### config.mk
export PLATFORM = sky130hd
export DESIGN_NAME = popcount_seq
export DESIGN_NICKNAME = d
export VERILOG_FILES = /design/src/rtl/popcount_pkg.sv /design/src/rtl/chunk_popcount.sv /design/src/rtl/popcount_seq.sv
export SDC_FILE = /design/constraint.sdc
export NUM_CORES = 1
export LEC_CHECK = 0
export BUFFER_PORTS_ARGS = -buffer_cell sky130_fd_sc_hd__buf_2
export CAP_MARGIN = 20
export CORE_MARGIN = 1
export CORE_UTILIZATION = 35
export DETAILED_ROUTE_END_ITERATION = 10
export PLACE_DENSITY = 0.61
export SLEW_MARGIN = 20
export SYNTH_ARGS = -nofsm -noshare
export SYNTH_HDL_FRONTEND = slang
export SYNTH_HIERARCHICAL = 1
export SYNTH_SLANG_ARGS = --single-unit
### constraint.sdc
create_clock -name clk -period 4.8 [get_ports clk]
set_clock_uncertainty 0.15 [all_clocks]
set_input_delay 0 -clock clk [delete_from_list [all_inputs] [get_ports clk]]
set_output_delay 0 -clock clk [all_outputs]
set_load 0.005 [all_outputs]
### src/rtl/popcount_pkg.sv
// Shared types and helpers for the sequential population counter.
package popcount_pkg;

  typedef enum logic [1:0] {
    IDLE  = 2'd0,
    COUNT = 2'd1,
    DONE  = 2'd2
  } state_t;

  // Bits needed to hold any count from 0 to width inclusive.
  function automatic int cw(input int width);
    return $clog2(width + 1);
  endfunction

endpackage

### src/rtl/chunk_popcount.sv
// Combinational CHUNK-bit ones counter. Each input bit is folded into a
// carry-save (sum, carry) pair through a full-adder stage; the pair is then
// resolved by a single ripple adder. All arithmetic is modulo 2**PW, which is
// exact because the true count never exceeds CHUNK < 2**PW.
module chunk_popcount #(
  parameter int CHUNK = 8,
  parameter int PW    = $clog2(CHUNK + 1)
) (
  input  logic [CHUNK-1:0] bits,
  output logic [PW-1:0]    count
);

  logic [PW-1:0] cs_sum;
  logic [PW-1:0] cs_carry;
  logic [PW-1:0] cs_bit;
  logic [PW-1:0] nx_sum;
  logic [PW-1:0] nx_carry;
  logic          rc;

  // Carry-save reduction of all input bits, then ripple-add the final pair.
  always_comb begin
    cs_sum   = '0;
    cs_carry = '0;
    cs_bit   = '0;
    nx_sum   = '0;
    nx_carry = '0;
    rc       = 1'b0;
    count    = '0;
    for (int i = 0; i < CHUNK; i++) begin
      cs_bit   = PW'(bits[i]);
      nx_sum   = cs_sum ^ cs_carry ^ cs_bit;
      nx_carry = ((cs_sum & cs_carry) | (cs_sum & cs_bit) | (cs_carry & cs_bit)) << 1;
      cs_sum   = nx_sum;
      cs_carry = nx_carry;
    end
    for (int k = 0; k < PW; k++) begin
      count[k] = cs_sum[k] ^ cs_carry[k] ^ rc;
      rc       = (cs_sum[k] & cs_carry[k]) | (cs_sum[k] & rc) | (cs_carry[k] & rc);
    end
  end

endmodule

### src/rtl/popcount_seq.sv
// Multi-cycle population counter: takes a WIDTH-bit word over valid/ready,
// counts ones (or zeros) CHUNK bits per clock and returns the total over a
// second valid/ready handshake.
//
//   state | meaning
//   IDLE  | in_ready high, waiting for a word
//   COUNT | one CHUNK slice summed per cycle, N cycles total
//   DONE  | out_valid high, out_count held until out_ready
module popcount_seq
  import popcount_pkg::*;
#(
  parameter int  WIDTH = 32,
  parameter int  CHUNK = 8,
  localparam int CW    = cw(WIDTH)
) (
  input  logic             clk,
  input  logic             rst,
  input  logic             in_valid,
  output logic             in_ready,
  input  logic [WIDTH-1:0] in_data,
  input  logic             in_zeros,
  output logic             out_valid,
  input  logic             out_ready,
  output logic [CW-1:0]    out_count
);

  localparam int N  = (CHUNK > 0) ? (WIDTH / CHUNK) : 1;
  localparam int PW = $clog2(CHUNK + 1);
  localparam int IW = (N > 1) ? $clog2(N) : 1;

  if (CHUNK < 1 || WIDTH < 1 || ((CHUNK > 0) ? (WIDTH % CHUNK) : 1) != 0) begin : g_bad_cfg
    $error("popcount_seq: WIDTH must be a positive multiple of CHUNK");
  end

  state_t           state;
  logic [WIDTH-1:0] shreg;
  logic [CW-1:0]    acc;
  logic [CW-1:0]    acc_next;
  logic [IW-1:0]    idx;
  logic [PW-1:0]    chunk_cnt;

  chunk_popcount #(
    .CHUNK (CHUNK),
    .PW    (PW)
  ) u_chunk (
    .bits  (shreg[CHUNK-1:0]),
    .count (chunk_cnt)
  );

  // Running total including the slice currently at the bottom of shreg.
  assign acc_next = acc + CW'(chunk_cnt);

  // Sequencer, datapath and registered handshake outputs.
  always_ff @(posedge clk) begin
    if (rst) begin
      state     <= IDLE;
      in_ready  <= 1'b1;
      out_valid <= 1'b0;
      out_count <= '0;
      acc       <= '0;
      shreg     <= '0;
      idx       <= '0;
    end else begin
      case (state)
        IDLE: begin
          if (in_valid) begin
            // Zeros mode is just ones counting on the inverted word.
            shreg    <= in_data ^ {WIDTH{in_zeros}};
            acc      <= '0;
            idx      <= '0;
            in_ready <= 1'b0;
            state    <= COUNT;
          end
        end
        COUNT: begin
          acc   <= acc_next;
          shreg <= shreg >> CHUNK;
          idx   <= idx + IW'(1);
          if (idx == IW'(N - 1)) begin
            out_count <= acc_next;
            out_valid <= 1'b1;
            state     <= DONE;
          end
        end
        DONE: begin
          if (out_ready) begin
            out_valid <= 1'b0;
            in_ready  <= 1'b1;
            state     <= IDLE;
          end
        end
        default: begin
          state     <= IDLE;
          in_ready  <= 1'b1;
          out_valid <= 1'b0;
        end
      endcase
    end
  end

endmodule
Yosys cells after proc, flatten, opt, wreduce, memory -nomap -nowiden. Cells that the tools add are included.

Bits in registers: 50. Bits in latches: 0. Memory bits (writable): 0. Bits in read-only memories: 0. Bits of input ports: 37. Output and inout port bits: 8. Logic and storage cells: 96. Memories kept: 0.

Add/sub/neg operators: 2. $mul: 0. Divide/modulo/power cells: 0. Order comparisons: 0. Equal/unequal tests: 6. Shift-type cells: 0. Muxes and demuxes: 16. Bitwise operators: 58. Reductions and logical operators: 7.

Operator list (number): 32-bit case mux with 2 select lines (1); 3-bit by 1-bit bitwise AND with 3-bit output (12); 3-bit OR (12); 32-bit two-way mux (1); 32-bit bitwise XOR (1); 4-bit by 1-bit bitwise XOR with 4-bit output (6); 4-bit bitwise XOR (6); 3-bit bitwise AND (6); 6-bit case mux with 2 select lines (1); 3-bit AND reduction (3); 2-bit two-way mux (4); 6-bit by 4-bit adder with 6-bit output (1); 6-bit two-way mux (1); 2-bit inequality test (second input constant) (3); 1-bit case mux with 3 select lines (2); 2-bit case mux with 3 select lines (1); 1-bit bitwise XOR (6); 1-bit bitwise AND (5); 2-bit equality test (second input constant) (2); 1-bit two-way mux (4); 2-bit case mux with 2 select lines (1); 2-bit AND reduction (2); 2-bit by 1-bit adder with 2-bit output (second input constant) (1); 2-bit by 1-bit equality test with 1-bit output (second input constant) (1); 4 further kinds (6).

Depth between registers and ports, before layout.
Word-level depth: 26. Gate-level depth with buffers: 16. Depth with buffers taken out: 16.

Hierarchy. The synthesis kept the hierarchy.

Modules (own cells, without submodules): popcount_seq (instances 1, cells an instance 300, area an instance 2544.9 um^2, sequential area each 1001.0 um^2); chunk_popcount (instances 1, cells an instance 27, area an instance 309.0 um^2, sequential area each 0.0 um^2).

Worst setup path after synthesis. No wires, ideal clock.

Path type: flip-flop to flip-flop. Start: register shreg[0]. End: register out_count[5]. Library setup time: 122 ps. Data arrival time: 4205 ps. Data required time: 4528 ps. Setup slack: 323 ps. Stages on the path, launching flop included: 17. Buffers on the path: 0. Clock period less this slack: 4477 ps. Path through: dfxtp_1 > fa_1 > ha_1 > fa_1 > ha_1 > inv_1 > fa_1 > inv_1 > ha_1 > inv_1 > fa_1 > xor3_1 > ha_1 > and3_1 > a22oi_1 > nor4_1 > a311o_1.

Cells in the longest elaborated chain, start to end: 20. Elaborated cells between the ends (all ways): 56. Those cells by class: 1 x add/sub; 55 x bitwise.

RTL lines: start, declared (line popcount_seq.sv:36) `logic [WIDTH-1:0] shreg;`; start signal, assigned (line popcount_seq.sv:68) `shreg <= in_data ^ {WIDTH{in_zeros}};`; start signal, assigned (line popcount_seq.sv:77) `shreg <= shreg >> CHUNK;`; 1-bit bitwise XOR (line chunk_popcount.sv:31) `nx_sum = cs_sum ^ cs_carry ^ cs_bit;`; 3-bit bitwise AND, or another cell as far along (line chunk_popcount.sv:32) `nx_carry = ((cs_sum & cs_carry) | (cs_sum & cs_bit) | (cs_carry & cs_bit)) << 1;`; 3-bit OR or 4-bit by 1-bit bitwise XOR with 4-bit output (tied branches) (line chunk_popcount.sv:32, chunk_popcount.sv:31); 3-bit OR, or another cell as far along (line chunk_popcount.sv:32); 3-bit bitwise AND, or another cell as far along (line chunk_popcount.sv:32); 3-bit OR, or another cell as far along (2 in a row) (line chunk_popcount.sv:32); 4-bit bitwise XOR, or another cell as far along (line chunk_popcount.sv:31); 4-bit by 1-bit bitwise XOR with 4-bit output, or another cell as far along (line chunk_popcount.sv:31); [3 not listed]; 4-bit by 1-bit bitwise XOR with 4-bit output, or another cell as far along (line chunk_popcount.sv:31); 4-bit bitwise XOR, or another cell as far along (line chunk_popcount.sv:31); 4-bit by 1-bit bitwise XOR with 4-bit output, or another cell as far along (line chunk_popcount.sv:31); 1-bit bitwise AND (line chunk_popcount.sv:38) `rc = (cs_sum[k] & cs_carry[k]) | (cs_sum[k] & rc) | (cs_carry[k] & rc);`; 1-bit OR (2 in a row) (line chunk_popcount.sv:38); 1-bit bitwise XOR (*) (line chunk_popcount.sv:37) `count[k] = cs_sum[k] ^ cs_carry[k] ^ rc;`; named net chunk_cnt[3] (line popcount_seq.sv:40) `logic [PW-1:0] chunk_cnt;`; 6-bit by 4-bit adder with 6-bit output (*) (line popcount_seq.sv:51) `assign acc_next = acc + CW'(chunk_cnt);`; end signal, assigned (line popcount_seq.sv:80) `out_count <= acc_next;`; end, declared (line popcount_seq.sv:24) `output logic [CW-1:0] out_count`.

The timed path passes the listed nets; every way through them passes the cells marked *. A chain may end at the register's enable or synchronous reset.

Final worst setup path.
Start: register shreg[1]. End: register out_count[5].

Same word-level chain as after synthesis.

==> reports/results.txt <==
Reg-to-Reg Start: shreg[1]
setup_tns: 0 ns
Worst-Margin Slew: 0.952 ns
initial drt markers: 164
crit-path max cell delay: 0.49 ns
most used routing layer in global routing: met2
Synth Instances: 327
H-tree levels: 2
commonest cells in the netlist: dfxtp_1 (50), a22oi_1 (33), nor2_1 (31)
Total GRT Usage: 0.151
synthesized cell area: 2850 sq um
WL/cell: 13.3 um
f_max: 0.218 GHz
max-slew violations: 0
period utilization: 0.955
TritonRoute pass-1 iters: 4
Antenna Cells: 0
Clock Tree Root: clkbuf_8
clock power share: 0.317
PwrDens: 294 nW/um^2
total of max-cap violations: 0
RSZ-0062 raised after global routing: no
Initial Utilization: 0.366
CP Buf/Inv Count: 3
global route overflow: 0
Synth Flop Type: dfxtp_1
Seq/Total Area, Yosys: 0.351
Yosys cell types: 41
P_int: 698 uW
number of synthesized flops with an enable pin: 0
global routing met3 resource utilization: 0.0238
final hold slack: 0.0501 ns
vias per cell: 5.04
Pleak: 0.00147 uW
P&R area growth vs syn: 17.6%
Worst slew margin: 0.363
logic gate share of total power: 0.212
power after layout: 988 uW
total number of vias: 2371
Worst R2R Setup Slack: 0.21 ns
Top cell by count, worst path: fa_1
I/O pins: 45
Yosys top cell area share: 0.351
worst-skew pair later-pin latency: 0.31 ns
routability cong.: 0.796
outcome: finished clean
Hold Path Cell Cnt: 5
initial antenna violation count: 0
CP Data Arrival Time: 4.64 ns
CTS tree: built
path depth of the worst reg2reg path: 16
worst hold path type: in -> reg
Synth Register Bits: 50
worst-path maximum fanout: 7
Die Ht: 92.3 um
Reg clk slew, reported paths: 0.10 ns
vias in the first global route: 2216
Crit path required time: 4.85 ns
core area: 7810 sq um
largest net degree at the start of global routing: 40
Crit Path Class: reg -> reg
WHS Endpoint: shreg[3]
# port buffers: 44
hold_sp: in_data[3]
register area: 1000 sq um
r2r endpoint: out_count[5]
Synth area leader: dfxtp_1
row count: 32
first-pass GRT wire length: 10.3 mm
CP Capture Type: register
die area: 8520 sq um
cell type of the slowest stage on the worst timing path: fa_1
top cells by area, synth: dfxtp_1 (35%), xor2_1 (8.9%), a22oi_1 (8.7%)
Syn Nets: 388
M1 GR Usage: 0.196
drt drc: 0
NumNets Final: 428
total CTS buffers: 5
Antenna Nets Post-Route: 0
FFs w/ async S/R, synth: 0
Cells after DPL: 449
Reg power frac: 0.471
Tmin final: 4.59 ns
met2 Use GR: 0.252
Psw: 289 uW
CP cell instances: fa_1, ha_1, fa_1, ha_1, inv_1, fa_1, inv_1, ha_1, inv_1, fa_1, xor3_1, ha_2, and3_1, a22oi_2, nor4_1, a311o_1
die extent in x: 92.3 um
YS warnings: 6
CP top delay family: adder cells
CTS sink count: 50
Setup Viol. Count Final: 0
total wire length: 6.24 mm
Switching Fraction: 0.293
fillcell total: 787
Critical Path Source Type: register
Hold Fails Final Rpt: 0
layout cell share with drive strength beyond 1: 0.163
Finished Layout Cells: 470
Mapped Avg Cell Area: 8.73 sq um
area of the multi-input gates: 1710 sq um
hpwl dp: 4.10 mm
most numerous cell in the Yosys netlist: dfxtp_1
Peak VDD IR: 0.112 mV
Clock Path Buffers: 2
-- sequential cells by signal (all words and copies together) (netlist names) --
signal / cells
acc: 6
in_ready: 1
state: 2
out_valid: 1
out_count: 6
idx: 2
shreg: 32
-- tightest hold or removal path, cell delays in order --
cell     delay (ns)
buf_2          0.08
xor2_1         0.05
a22oi_1        0.14
o21ai_0        0.08
nor2b_1        0.12
-- logic make-up (layout without fill, tap and decap cells) --
family          after synthesis  after routing  synth area share
compound gates               79             79             0.184
xor+xnor                     34             34             0.110
fa+ha+maj                    24             24             0.118
buf+inv                      37             78            0.0574
simple gates                101            101             0.173
flops                        50             50             0.351
mux                           2              2           0.00701
-- per-stage QoR --
stage               worst slack, ns  instance area [sq um]   util
finish                        0.215                   3360  0.430
global route                 0.0213                   3360  0.430
CTS                          0.0799                   3350  0.429
detailed placement           0.0812                   3100  0.397
global placement              0.180                   3100  0.397
floorplan                     0.323                   2850      -
-- final cells by class --
| type | instances | share of cell area |
|---|---|---|
| Multi-Input combinational cell | 240 | 0.509 |
| Sequential cell | 50 | 0.299 |
| Timing Repair Buffer | 58 | 0.107 |
| Tap cell | 102 | 0.0380 |
| Clock buffer | 5 | 0.0205 |
| Clock inverter | 3 | 0.0142 |
| Inverter | 12 | 0.0134 |
-- worst max path at each step --
stage	from	endpoint	slack, ns	depth (start not counted)
after global placement	shreg[0]	out_count[5]	0.18	16
after CTS	shreg[0]	out_count[5]	0.08	16
after global routing	shreg[0]	out_count[5]	0.02	16
after detailed placement	shreg[0]	out_count[5]	0.08	16
final	shreg[1]	out_count[5]	0.21	16
after floorplan	shreg[0]	out_count[5]	0.32	16
-- routing by layer --
layer / vias up / wire [um]
met5: - / 0
met1: 1127 / 3000
met3: 9 / 141
li1: 1196 / -
met2: 39 / 2980
met4: 0 / 117
-- placed cells by master, fill, tap and decap left out, types with 8 or more instances in the layout --
cell type,instances
o21ai_0,25
and2_1,14
nor2_1,31
nand2_1,28
buf_2,44
dfxtp_1,49
a22oi_1,32
nor2b_1,10
a21oi_1,8
dlygate4sd3_1,13
ha_1,18
xor2_1,29
inv_1,12
-- power by group through the flow --
stage               Sequential (uW)  Clock, uW  Combinational (uW)
floorplan                       463          0                 156
global placement                473          0                 199
detailed placement              474          0                 204
CTS                             465        318                 213
global route                    469        335                 240
finish                          465        313                 210
-- repair_timing --
item | CTS | global route
resized for setup | 0 | 2
setup endpoints to repair | 0 | 1
hold buffers | 13 | 0
buffers inserted | 0 | 0
hold endpoints to repair | 14 | 0
No activity file was read; power rests on OpenSTA's default activity.
